## src/rtl/ct_lsu_st_wb_cmplt_buf_if.sv

```systemverilog
`default_nettype none
// +----------------------------------------------------------------------------+
// | Module   : ct_lsu_st_wb_cmplt_buf_if                                       |
// | Purpose  : Bundle of the WMB push side, the WB arbiter request/grant side  |
// |            and the flush/status signals of the store write-back           |
// |            completion buffer.                                             |
// | Ports    : slave  - seen by the completion buffer                         |
// |            master - seen by the environment (WMB, WB arbiter, RTU)        |
// | Revision : 1.0 - initial release                                          |
// +----------------------------------------------------------------------------+
interface ct_lsu_st_wb_cmplt_buf_if #(
  parameter int DEPTH = 4
);
  localparam int CNT_W = $clog2(DEPTH) + 1;

  // flush from the retire unit
  logic             rtu_yy_xx_flush;
  // WMB push side
  logic             wmb_cmplt_push;
  logic [6:0]       wmb_cmplt_push_iid;
  logic             wmb_cmplt_push_inst_flush;
  logic             wmb_cmplt_push_spec_fail;
  logic             wmb_cmplt_push_bkpta;
  logic             wmb_cmplt_push_bkptb;
  logic             cmplt_buf_full;
  // WB arbiter side
  logic             st_wb_wmb_cmplt_grnt;
  logic             wmb_st_wb_cmplt_req;
  logic [6:0]       wmb_st_wb_iid;
  logic             wmb_st_wb_inst_flush;
  logic             wmb_st_wb_spec_fail;
  logic             wmb_st_wb_bkpta_data;
  logic             wmb_st_wb_bkptb_data;
  // status
  logic             cmplt_buf_starve;
  logic [CNT_W-1:0] cmplt_buf_cnt;

  modport slave (
    input  rtu_yy_xx_flush,
    input  wmb_cmplt_push, wmb_cmplt_push_iid, wmb_cmplt_push_inst_flush,
    input  wmb_cmplt_push_spec_fail, wmb_cmplt_push_bkpta, wmb_cmplt_push_bkptb,
    output cmplt_buf_full,
    input  st_wb_wmb_cmplt_grnt,
    output wmb_st_wb_cmplt_req, wmb_st_wb_iid, wmb_st_wb_inst_flush,
    output wmb_st_wb_spec_fail, wmb_st_wb_bkpta_data, wmb_st_wb_bkptb_data,
    output cmplt_buf_starve, cmplt_buf_cnt
  );

  modport master (
    output rtu_yy_xx_flush,
    output wmb_cmplt_push, wmb_cmplt_push_iid, wmb_cmplt_push_inst_flush,
    output wmb_cmplt_push_spec_fail, wmb_cmplt_push_bkpta, wmb_cmplt_push_bkptb,
    input  cmplt_buf_full,
    output st_wb_wmb_cmplt_grnt,
    input  wmb_st_wb_cmplt_req, wmb_st_wb_iid, wmb_st_wb_inst_flush,
    input  wmb_st_wb_spec_fail, wmb_st_wb_bkpta_data, wmb_st_wb_bkptb_data,
    input  cmplt_buf_starve, cmplt_buf_cnt
  );
endinterface
`default_nettype wire

```

## src/rtl/ct_lsu_st_wb_cmplt_buf.sv

```systemverilog
`default_nettype none
// +----------------------------------------------------------------------------+
// | Module   : ct_lsu_st_wb_cmplt_buf                                          |
// | Purpose  : Circular FIFO of store-completion records between the WMB and  |
// |            the store write-back arbiter. Presents the head record as a    |
// |            request, pops on grant, and flags head starvation so the DA    |
// |            stage can be held off for a cycle.                             |
// | Ports    : forever_cpuclk - clock                                          |
// |            cpurst         - asynchronous active-high reset                |
// |            cmplt_if       - push / request / grant / status bundle        |
// | Revision : 1.0 - initial release                                          |
// +----------------------------------------------------------------------------+
module ct_lsu_st_wb_cmplt_buf #(
  parameter int DEPTH        = 4,
  parameter int STARVE_LIMIT = 8
) (
  input  wire logic                      forever_cpuclk,
  input  wire logic                      cpurst,
  ct_lsu_st_wb_cmplt_buf_if.slave        cmplt_if
);

  localparam int         c_PTR_W  = $clog2(DEPTH);
  localparam int         c_CNT_W  = c_PTR_W + 1;
  localparam int         c_REC_W  = 11;
  localparam logic [3:0] c_STARVE = 4'(STARVE_LIMIT);

  // entry layout: {iid[6:0], inst_flush, spec_fail, bkpta, bkptb}
  logic [c_REC_W-1:0] r_entry [DEPTH];
  logic [c_PTR_W-1:0] r_wr_ptr;
  logic [c_PTR_W-1:0] r_rd_ptr;
  logic [c_CNT_W-1:0] r_cnt;
  logic [c_CNT_W-1:0] w_cnt_nxt;
  logic [3:0]         r_starve_cnt;
  logic [3:0]         w_starve_nxt;

  logic               w_full;
  logic               w_req;
  logic               w_flush;
  logic               w_push_acc;
  logic               w_pop;
  logic [c_REC_W-1:0] w_push_rec;
  logic [c_REC_W-1:0] w_head;

  assign w_flush    = cmplt_if.rtu_yy_xx_flush;
  // Full and req come from the registered count, so a pop in a full cycle
  // cannot make room for a push in that same cycle.
  assign w_full     = (r_cnt == c_CNT_W'(DEPTH));
  assign w_req      = (r_cnt != '0);
  assign w_push_acc = cmplt_if.wmb_cmplt_push && !w_full && !w_flush;
  assign w_pop      = cmplt_if.st_wb_wmb_cmplt_grnt && w_req && !w_flush;

  assign w_push_rec = {cmplt_if.wmb_cmplt_push_iid,
                       cmplt_if.wmb_cmplt_push_inst_flush,
                       cmplt_if.wmb_cmplt_push_spec_fail,
                       cmplt_if.wmb_cmplt_push_bkpta,
                       cmplt_if.wmb_cmplt_push_bkptb};

  // Record storage carries no reset: the head is gated by req, so stale
  // contents are never visible.
  always_ff @(posedge forever_cpuclk) begin
    if (w_push_acc) begin
      r_entry[r_wr_ptr] <= w_push_rec;
    end
  end

  always_comb begin
    w_cnt_nxt = r_cnt;
    case ({w_push_acc, w_pop})
      2'b10:   w_cnt_nxt = r_cnt + c_CNT_W'(1);
      2'b01:   w_cnt_nxt = r_cnt - c_CNT_W'(1);
      default: w_cnt_nxt = r_cnt;
    endcase
  end

  // Starve count tracks consecutive denied cycles of the current head; any
  // grant while valid is a pop, so grant alone is enough to clear it.
  always_comb begin
    w_starve_nxt = r_starve_cnt;
    if (!w_req || cmplt_if.st_wb_wmb_cmplt_grnt) begin
      w_starve_nxt = 4'd0;
    end else if (r_starve_cnt < c_STARVE) begin
      w_starve_nxt = r_starve_cnt + 4'd1;
    end
  end

  always_ff @(posedge forever_cpuclk or posedge cpurst) begin
    if (cpurst) begin
      r_wr_ptr     <= '0;
      r_rd_ptr     <= '0;
      r_cnt        <= '0;
      r_starve_cnt <= 4'd0;
    end else if (w_flush) begin
      r_wr_ptr     <= '0;
      r_rd_ptr     <= '0;
      r_cnt        <= '0;
      r_starve_cnt <= 4'd0;
    end else begin
      if (w_push_acc) begin
        r_wr_ptr <= r_wr_ptr + c_PTR_W'(1);
      end
      if (w_pop) begin
        r_rd_ptr <= r_rd_ptr + c_PTR_W'(1);
      end
      r_cnt        <= w_cnt_nxt;
      r_starve_cnt <= w_starve_nxt;
    end
  end

  assign w_head = w_req ? r_entry[r_rd_ptr] : '0;

  assign cmplt_if.cmplt_buf_full       = w_full;
  assign cmplt_if.wmb_st_wb_cmplt_req  = w_req;
  assign cmplt_if.wmb_st_wb_iid        = w_head[10:4];
  assign cmplt_if.wmb_st_wb_inst_flush = w_head[3];
  assign cmplt_if.wmb_st_wb_spec_fail  = w_head[2];
  assign cmplt_if.wmb_st_wb_bkpta_data = w_head[1];
  assign cmplt_if.wmb_st_wb_bkptb_data = w_head[0];
  assign cmplt_if.cmplt_buf_starve     = (r_starve_cnt == c_STARVE) && w_req;
  assign cmplt_if.cmplt_buf_cnt        = r_cnt;

endmodule
`default_nettype wire

```

## src/flat_wrapper.sv

```systemverilog
// flat-port wrapper written by rule: the top's interface ports become plain ports
module ct_lsu_st_wb_cmplt_buf_flat 
#(
  parameter int DEPTH        = 4,
  parameter int STARVE_LIMIT = 8
)
  (forever_cpuclk, cpurst, cmplt_if_rtu_yy_xx_flush, cmplt_if_wmb_cmplt_push, cmplt_if_wmb_cmplt_push_iid, cmplt_if_wmb_cmplt_push_inst_flush, cmplt_if_wmb_cmplt_push_spec_fail, cmplt_if_wmb_cmplt_push_bkpta, cmplt_if_wmb_cmplt_push_bkptb, cmplt_if_cmplt_buf_full, cmplt_if_st_wb_wmb_cmplt_grnt, cmplt_if_wmb_st_wb_cmplt_req, cmplt_if_wmb_st_wb_iid, cmplt_if_wmb_st_wb_inst_flush, cmplt_if_wmb_st_wb_spec_fail, cmplt_if_wmb_st_wb_bkpta_data, cmplt_if_wmb_st_wb_bkptb_data, cmplt_if_cmplt_buf_starve, cmplt_if_cmplt_buf_cnt);
  ct_lsu_st_wb_cmplt_buf_if #(.DEPTH(DEPTH)) cmplt_if_i ();
  input  wire logic forever_cpuclk;
  input  wire logic cpurst;
  input wire logic [$bits(cmplt_if_i.rtu_yy_xx_flush)-1:0] cmplt_if_rtu_yy_xx_flush;
  input wire logic [$bits(cmplt_if_i.wmb_cmplt_push)-1:0] cmplt_if_wmb_cmplt_push;
  input wire logic [$bits(cmplt_if_i.wmb_cmplt_push_iid)-1:0] cmplt_if_wmb_cmplt_push_iid;
  input wire logic [$bits(cmplt_if_i.wmb_cmplt_push_inst_flush)-1:0] cmplt_if_wmb_cmplt_push_inst_flush;
  input wire logic [$bits(cmplt_if_i.wmb_cmplt_push_spec_fail)-1:0] cmplt_if_wmb_cmplt_push_spec_fail;
  input wire logic [$bits(cmplt_if_i.wmb_cmplt_push_bkpta)-1:0] cmplt_if_wmb_cmplt_push_bkpta;
  input wire logic [$bits(cmplt_if_i.wmb_cmplt_push_bkptb)-1:0] cmplt_if_wmb_cmplt_push_bkptb;
  output wire logic [$bits(cmplt_if_i.cmplt_buf_full)-1:0] cmplt_if_cmplt_buf_full;
  input wire logic [$bits(cmplt_if_i.st_wb_wmb_cmplt_grnt)-1:0] cmplt_if_st_wb_wmb_cmplt_grnt;
  output wire logic [$bits(cmplt_if_i.wmb_st_wb_cmplt_req)-1:0] cmplt_if_wmb_st_wb_cmplt_req;
  output wire logic [$bits(cmplt_if_i.wmb_st_wb_iid)-1:0] cmplt_if_wmb_st_wb_iid;
  output wire logic [$bits(cmplt_if_i.wmb_st_wb_inst_flush)-1:0] cmplt_if_wmb_st_wb_inst_flush;
  output wire logic [$bits(cmplt_if_i.wmb_st_wb_spec_fail)-1:0] cmplt_if_wmb_st_wb_spec_fail;
  output wire logic [$bits(cmplt_if_i.wmb_st_wb_bkpta_data)-1:0] cmplt_if_wmb_st_wb_bkpta_data;
  output wire logic [$bits(cmplt_if_i.wmb_st_wb_bkptb_data)-1:0] cmplt_if_wmb_st_wb_bkptb_data;
  output wire logic [$bits(cmplt_if_i.cmplt_buf_starve)-1:0] cmplt_if_cmplt_buf_starve;
  output wire logic [$bits(cmplt_if_i.cmplt_buf_cnt)-1:0] cmplt_if_cmplt_buf_cnt;
  assign cmplt_if_i.rtu_yy_xx_flush = cmplt_if_rtu_yy_xx_flush;
  assign cmplt_if_i.wmb_cmplt_push = cmplt_if_wmb_cmplt_push;
  assign cmplt_if_i.wmb_cmplt_push_iid = cmplt_if_wmb_cmplt_push_iid;
  assign cmplt_if_i.wmb_cmplt_push_inst_flush = cmplt_if_wmb_cmplt_push_inst_flush;
  assign cmplt_if_i.wmb_cmplt_push_spec_fail = cmplt_if_wmb_cmplt_push_spec_fail;
  assign cmplt_if_i.wmb_cmplt_push_bkpta = cmplt_if_wmb_cmplt_push_bkpta;
  assign cmplt_if_i.wmb_cmplt_push_bkptb = cmplt_if_wmb_cmplt_push_bkptb;
  assign cmplt_if_cmplt_buf_full = cmplt_if_i.cmplt_buf_full;
  assign cmplt_if_i.st_wb_wmb_cmplt_grnt = cmplt_if_st_wb_wmb_cmplt_grnt;
  assign cmplt_if_wmb_st_wb_cmplt_req = cmplt_if_i.wmb_st_wb_cmplt_req;
  assign cmplt_if_wmb_st_wb_iid = cmplt_if_i.wmb_st_wb_iid;
  assign cmplt_if_wmb_st_wb_inst_flush = cmplt_if_i.wmb_st_wb_inst_flush;
  assign cmplt_if_wmb_st_wb_spec_fail = cmplt_if_i.wmb_st_wb_spec_fail;
  assign cmplt_if_wmb_st_wb_bkpta_data = cmplt_if_i.wmb_st_wb_bkpta_data;
  assign cmplt_if_wmb_st_wb_bkptb_data = cmplt_if_i.wmb_st_wb_bkptb_data;
  assign cmplt_if_cmplt_buf_starve = cmplt_if_i.cmplt_buf_starve;
  assign cmplt_if_cmplt_buf_cnt = cmplt_if_i.cmplt_buf_cnt;
  ct_lsu_st_wb_cmplt_buf #(.DEPTH(DEPTH), .STARVE_LIMIT(STARVE_LIMIT)) u_core (.forever_cpuclk(forever_cpuclk), .cpurst(cpurst), .cmplt_if(cmplt_if_i));
endmodule
```

## config.mk

```make
export PLATFORM = sky130hd
export DESIGN_NAME = ct_lsu_st_wb_cmplt_buf_flat
export DESIGN_NICKNAME = d
export VERILOG_FILES = /design/src/rtl/ct_lsu_st_wb_cmplt_buf_if.sv /design/src/rtl/ct_lsu_st_wb_cmplt_buf.sv /design/src/flat_wrapper.sv
export SDC_FILE = /design/constraint.sdc
export NUM_CORES = 1
export LEC_CHECK = 0
export CORE_MARGIN = 2
export CORE_UTILIZATION = 55
export CTS_CLUSTER_DIAMETER = 100
export DETAILED_ROUTE_END_ITERATION = 10
export DONT_BUFFER_PORTS = 1
export GPL_TIMING_DRIVEN = 0
export PLACE_DENSITY = 0.68
export SLEW_MARGIN = 20
export SYNTH_ARGS = -nofsm -noshare
export SYNTH_HDL_FRONTEND = slang
export SYNTH_SLANG_ARGS = --single-unit
```

## constraint.sdc

```tcl
create_clock -name forever_cpuclk -period 5 [get_ports forever_cpuclk]
set_input_delay 1.5 -clock forever_cpuclk [delete_from_list [all_inputs] [get_ports forever_cpuclk]]
set_output_delay 1.5 -clock forever_cpuclk [all_outputs]
set_load 0.005 [all_outputs]
```

==> results of run 1 <==
[per-stage QoR]
step,worst slack (ns),power [mW],hold slack [ns],std cells,utilization [%]
final,1.70,0.936,0.592,219,60.8
after global routing,1.54,0.973,0.609,219,60.8
after CTS,1.65,0.942,0.590,219,60.8
after detailed placement,1.96,0.665,0.572,211,58.3
after global placement,2.00,0.657,0.553,211,58.3
after floorplan,2.12,0.636,0.532,159,-
[synthesized netlist by cell type (all sizes together), types with 2 or more instances]
library cell  number
xnor2              2
nor3               4
nand2b             2
inv                8
nor2b              3
nor2              12
xor2               3
dfrtp             11
o22ai              2
ha                 6
o21ai              2
nand3              2
edfxtp            44
nand2              4
buf                7
mux4              11
a21oi              7
and2              16
[sequential cells by signal (all words and copies together), names as in the netlist]
name and flops:
u_core.r_wr_ptr 2, u_core.r_starve_cnt 4, u_core.r_entry 44, u_core.r_rd_ptr 2
u_core.cmplt_if.cmplt_buf_cnt 3
[critical path, cell delays in order, from the launching register on]
cell	delay [ns]
dfrtp_1	0.45
buf_4	0.20
nor3_2	0.22
inv_1	0.14
clkbuf_1	0.25
and2_1	0.22
[cells by family (layout without fill, tap and decap cells)]
kind of cell	count (synthesis)	after routing	synth area share, %
flops	55	55	65.0
simple gates	46	46	10.3
compound gates	17	17	4.28
buf+inv	16	24	3.41
mux	13	13	11.3
fa+ha+maj	7	7	3.87
xor+xnor	5	5	1.78
[path summary, 6_finish.rpt]
check,from,endpoint
max,u_core.cmplt_if.cmplt_buf_cnt[1]$_DFFE_PP0P_,cmplt_if_wmb_st_wb_iid[0]
min,u_core.r_wr_ptr[1]$_DFFE_PP0P_,u_core.r_wr_ptr[1]$_DFFE_PP0P_
max reg2reg,u_core.cmplt_if.cmplt_buf_cnt[1]$_DFFE_PP0P_,u_core.cmplt_if.cmplt_buf_cnt[1]$_DFFE_PP0P_
min reg2reg,u_core.r_wr_ptr[1]$_DFFE_PP0P_,u_core.r_wr_ptr[1]$_DFFE_PP0P_
max in group asynchronous,cpurst,u_core.r_rd_ptr[0]$_DFFE_PP0P_
min in group asynchronous,cpurst,u_core.r_wr_ptr[0]$_DFFE_PP0P_
[per-layer routing]
| metal | track usage [%] | vias to the layer above | part of all wire, % |
|---|---|---|---|
| met2 | 29.3 | 29 | 51 |
| met4 | 5.66 | 0 | 1.4 |
| met1 | 19.8 | 628 | 42 |
| li1 | - | 595 | - |
| met5 | 0 | - | 0 |
| met3 | 5.70 | 6 | 5.6 |
[where the power goes]
part / internal, mW / switching, mW / leakage (nW)
logic: 0.0589 / 0.0649 / 0.341
clock network: 0.147 / 0.138 / 0.0556
registers: 0.514 / 0.0137 / 0.550
[cell type report]
class	instances	area (sq um)	share of cell area [%]
Multi-Input combinational cell	88	774	29.5
Clock buffer	5	68.8	2.62
Sequential cell	55	1600	60.8
Inverter	8	30.0	1.14
Clock inverter	3	38.8	1.48
Tap cell	52	65.1	2.48
Buffer	8	53.8	2.05
==> metrics, run 1 <==
status finished clean; setup TNS 0 ns; leading area contributor after synthesis edfxtp_1; max cap viols 0; pin count of the biggest net entering global routing 17; Pre-antenna DRT Iters 4; Port-buffer cells 0; Final GP Congestion 0.672; Setup violations, final 0; library cells used by synthesis 36; Clock Path Buffers 2; Synthesized Nets 182; vias per inst 5.74; flops & latches, synth 55; CP Data Required Time 3.50 ns; FF-to-FF setup slack 2.63 ns; Congestion Overflow GR 0; share of layout cells above drive strength 1 16.8%; fill count 336; Die ar. 5010 sq um; clk_skew 0.00605 ns; Area growth syn-to-layout 7.03%; Max-Slew Margin vs Limit 59.4%; crit path max fanout 10; post-synth top area share 53.8%; # DRC 0; Post-synth EDFFs 44; max-slew violations 0; htree depth 2; worst r2r path cells 10; vias in the first global route 1,262; crit path time final 3.30 ns; Worst Setup Start Kind flop; Fmax 303 MHz; total number of vias 1,258; die height 70.8 microns; WL/cell 18.3 microns; cts repair resizes 0; Pwr per Cell Area 356 nW/um^2; # hold bufs at CTS 0; row count 24; Die X 70.8 microns; Leakage 0.946 nW; most common cell after layout, fill and taps aside edfxtp_1; dpl hpwl 2760 microns; Clock transition at path regs 0.09 ns; Num CTS Buffers 5; later-pin clock latency in the skew report 0.31 ns; proportion of synthesized chip area in sequential cells 65.0%; CTS tree yes; period utilization 65.9%; nets 189; diode count 0; 1st-iter DRT viols 133; CP endpoint kind output pin; most frequent cells in the layout edfxtp_1 (44), and2_1 (16), nor2_1 (12), dfrtp_1 (11), mux4_2 (10); initial antenna violation count 0; Core Area 4320 sq um; Final ANT Viol Nets 0; Mapped Cells 159; Root Buffer clkbuf_8; worst hold path depth 2; Worst-Margin Slew 0.609 ns; Initial Utilization 56.8%; ys flop type edfxtp_1; Synthesis Warnings 0; Placed Area 2520 sq um; class of the worst hold path reg -> reg; Mapped Area 2450 sq um; maximum vdd ir drop 0.000163 V; gr usage total 16.9%; final hold violations 0; WL final 4000 microns; ys async rst share 20.0%; CP Class reg -> out; CTS sink count 55; synth top area cells edfxtp_1 (54%), dfrtp_1 (11%), mux4_2 (9.2%), and2_1 (4.1%), ha_1 (3.1%); # IOs 33; final instance area 2630 sq um; Mapped Avg Cell Area 15.4 sq um; first-pass GRT wire length 6290 microns; Critical Path AT 1.80 ns; unrepaired setup endpoints after global routing false; Setup Fix Bufs, Post-CTS 0
Power figures use the tool's default switching activity.
==> run 2: changes to the inputs <==
- PLACE_DENSITY: 0.68 -> 0.71
- clock period: 5 -> 2.75 ns (I/O delays scaled with it)
==> metrics, run 2 (synthesis gave the netlist of run 1 again) <==
final core utilization 60.2% (was 60.8%); most frequent cells in the layout edfxtp_1 (44), and2_1 (16), nor2_1 (12), dfrtp_1 (11), mux4_2 (10) (unchanged); unrepaired setup endpoints after global routing false (unchanged); # IOs 33 (unchanged); Leakage 0.933 nW (was 0.946 nW); Final ANT Viol Nets 0 (unchanged); # hold bufs at CTS 0 (unchanged); period utilization 94.4%; Port-buffer cells 0 (unchanged); Fmax 385 MHz; nets 189 (unchanged); Initial Utilization 56.8% (unchanged); Die ar. 5010 sq um (unchanged); Core Area 4320 sq um (unchanged); Clock transition at path regs 0.09 ns (about the same); dpl hpwl 2820 microns (was 2760 microns); Worst-Margin Slew 0.643 ns (was 0.609 ns); Clock Path Buffers 2 (unchanged); Worst Setup Start Kind flop (unchanged); 1st-iter DRT viols 87 (was 133); # DRC 0 (unchanged); max incr delay on CP 0.44 ns (was 0.45 ns); area of the multi-input gates 774 sq um (unchanged); max cap viols 0 (unchanged); Setup violations, final 0 (unchanged); most common cell after layout, fill and taps aside edfxtp_1 (unchanged); status finished clean (unchanged); clk_skew 0.00645 ns (was 0.00605 ns); worst hold slack 0.399 ns (was 0.592 ns); first-pass GRT wire length 6600 microns (was 6290 microns); crit path max fanout 10 (unchanged); class of the worst hold path in -> async (was reg -> reg); Num CTS Buffers 5 (unchanged); total number of vias 1,291 (was 1,258); PnR Total Power 1.61 mW (was 936 uW); slowest stage cell, crit path dfrtp_1 (unchanged); diode count 0 (unchanged); most flop-heavy register u_core.r_entry (unchanged); Critical Path AT 1.77 ns (was 1.80 ns); CTS sink count 55 (unchanged); htree depth 2 (unchanged); post-route insts no fill 219 (unchanged); share of layout cells above drive strength 1 16.8% (unchanged); Max-Slew Margin vs Limit 57.2% (was 59.4%); gr usage total 17.8% (was 16.9%); pin count of the biggest net entering global routing 17 (unchanged); Largest register FFs 44 (unchanged); CP top delay family buffers and inverters (unchanged); fill count 336 (unchanged); die height 70.8 microns (unchanged); Reg area 1600 sq um (unchanged); later-pin clock latency in the skew report 0.31 ns (about the same); CP endpoint kind output pin (unchanged); row count 24 (unchanged); Die X 70.8 microns (unchanged); CP Class reg -> out (unchanged); vias per inst 5.89 (was 5.74); Placed Cells 211 (unchanged); CP Data Required Time 1.93 ns (was 3.50 ns); maximum vdd ir drop 0.000332 V (was 0.000163 V); WL/cell 18.5 microns (was 18.3 microns); WP buf/inv 3 (unchanged); CTS tree yes (unchanged); vias in the first global route 1,356 (was 1,262); Pwr per Cell Area 618 nW/um^2 (was 356 nW/um^2); crit path time final 2.60 ns; final hold violations 0 (unchanged); CP cell instances buf_4, nor3_2, inv_1, clkbuf_2, and2_1 (was buf_4, nor3_2, inv_1, clkbuf_1, and2_1); initial antenna violation count 0 (unchanged); Final GP Congestion 0.688 (was 0.672); Pre-antenna DRT Iters 4 (unchanged); Congestion Overflow GR 0 (unchanged); setup TNS 0 ns (unchanged); Area growth syn-to-layout 6.12% (was 7.03%); WL final 4050 microns (was 4000 microns); Root Buffer clkbuf_8 (unchanged); max-slew violations 0 (unchanged)
## run 2: changes by cell type in the layout (fill, tap and decap cells not counted), sizes merged
cell / change
bufinv: -1
clkinvlp: +1
## run 2: layer usage
metal  part of all wire, %  track usage [%]  vias to the layer above
li1                      -                -                      599
met1                    40             21.4                      650
met2                    54             30.7                       35
met3                   4.7             5.41                        7
met4                   1.9             6.29                        0
met5                     0                0                        -
## run 2: stage by stage
stage / setup slack, ns / instance area [sq um]
5_1_grt: 0.0123 / 2610
4_1_cts: 0.0469 / 2600
3_5_place_dp: 0.347 / 2520
6_report: 0.155 / 2610
2_1_floorplan: 0.550 / 2450
3_3_place_gp: 0.441 / 2520
## run 2: area by class of cell
type,count,share of cell area (%)
plain buffers,8,2.11
clock buffers,5,2.64
clock inverters,3,0.576
inverters,8,1.15
multi-input cells,88,29.7
flip-flops and latches,55,61.3
well taps,52,2.50
## run 2: final timing paths
kind	start	to	slack, ns	depth (start not counted)
worst max-delay path	u_core.cmplt_if.cmplt_buf_cnt[1]$_DFFE_PP0P_	cmplt_if_wmb_st_wb_iid[3]	0.15	5
worst min-delay path	cpurst	u_core.cmplt_if.cmplt_buf_cnt[0]$_DFFE_PP0P_	0.40	1
max in group asynchronous	cpurst	u_core.r_starve_cnt[2]$_DFFE_PP0P_	2.05	1
min in group forever_cpuclk	u_core.r_wr_ptr[1]$_DFFE_PP0P_	u_core.r_wr_ptr[1]$_DFFE_PP0P_	0.59	2
worst min register to register	u_core.r_wr_ptr[1]$_DFFE_PP0P_	u_core.r_wr_ptr[1]$_DFFE_PP0P_	0.59	2
worst max register to register	u_core.cmplt_if.cmplt_buf_cnt[1]$_DFFE_PP0P_	u_core.cmplt_if.cmplt_buf_cnt[1]$_DFFE_PP0P_	0.33	10
## run 2: what timing repair did
item,CTS,global route
setup endpoints to repair,0,9
gates resized for setup,0,2
setup buffers,0,0
endpoints found under the hold margin,0,0
## run 2: power breakdown
part	switching, mW	internal (mW)
combinational	0.121	0.108
clock	0.249	0.173
sequential	0.0233	0.935
## run 2: worst register-to-register path, delay by kind of cell (launching register included)
kind	cells	cell delay, ns
AND/OR/NAND/NOR	4	0.53
adder cells (fa/ha/maj)	1	0.54
flip-flops	1	0.44
buffers and inverters	2	0.35
AO/OA/AOI/OAI	3	0.48
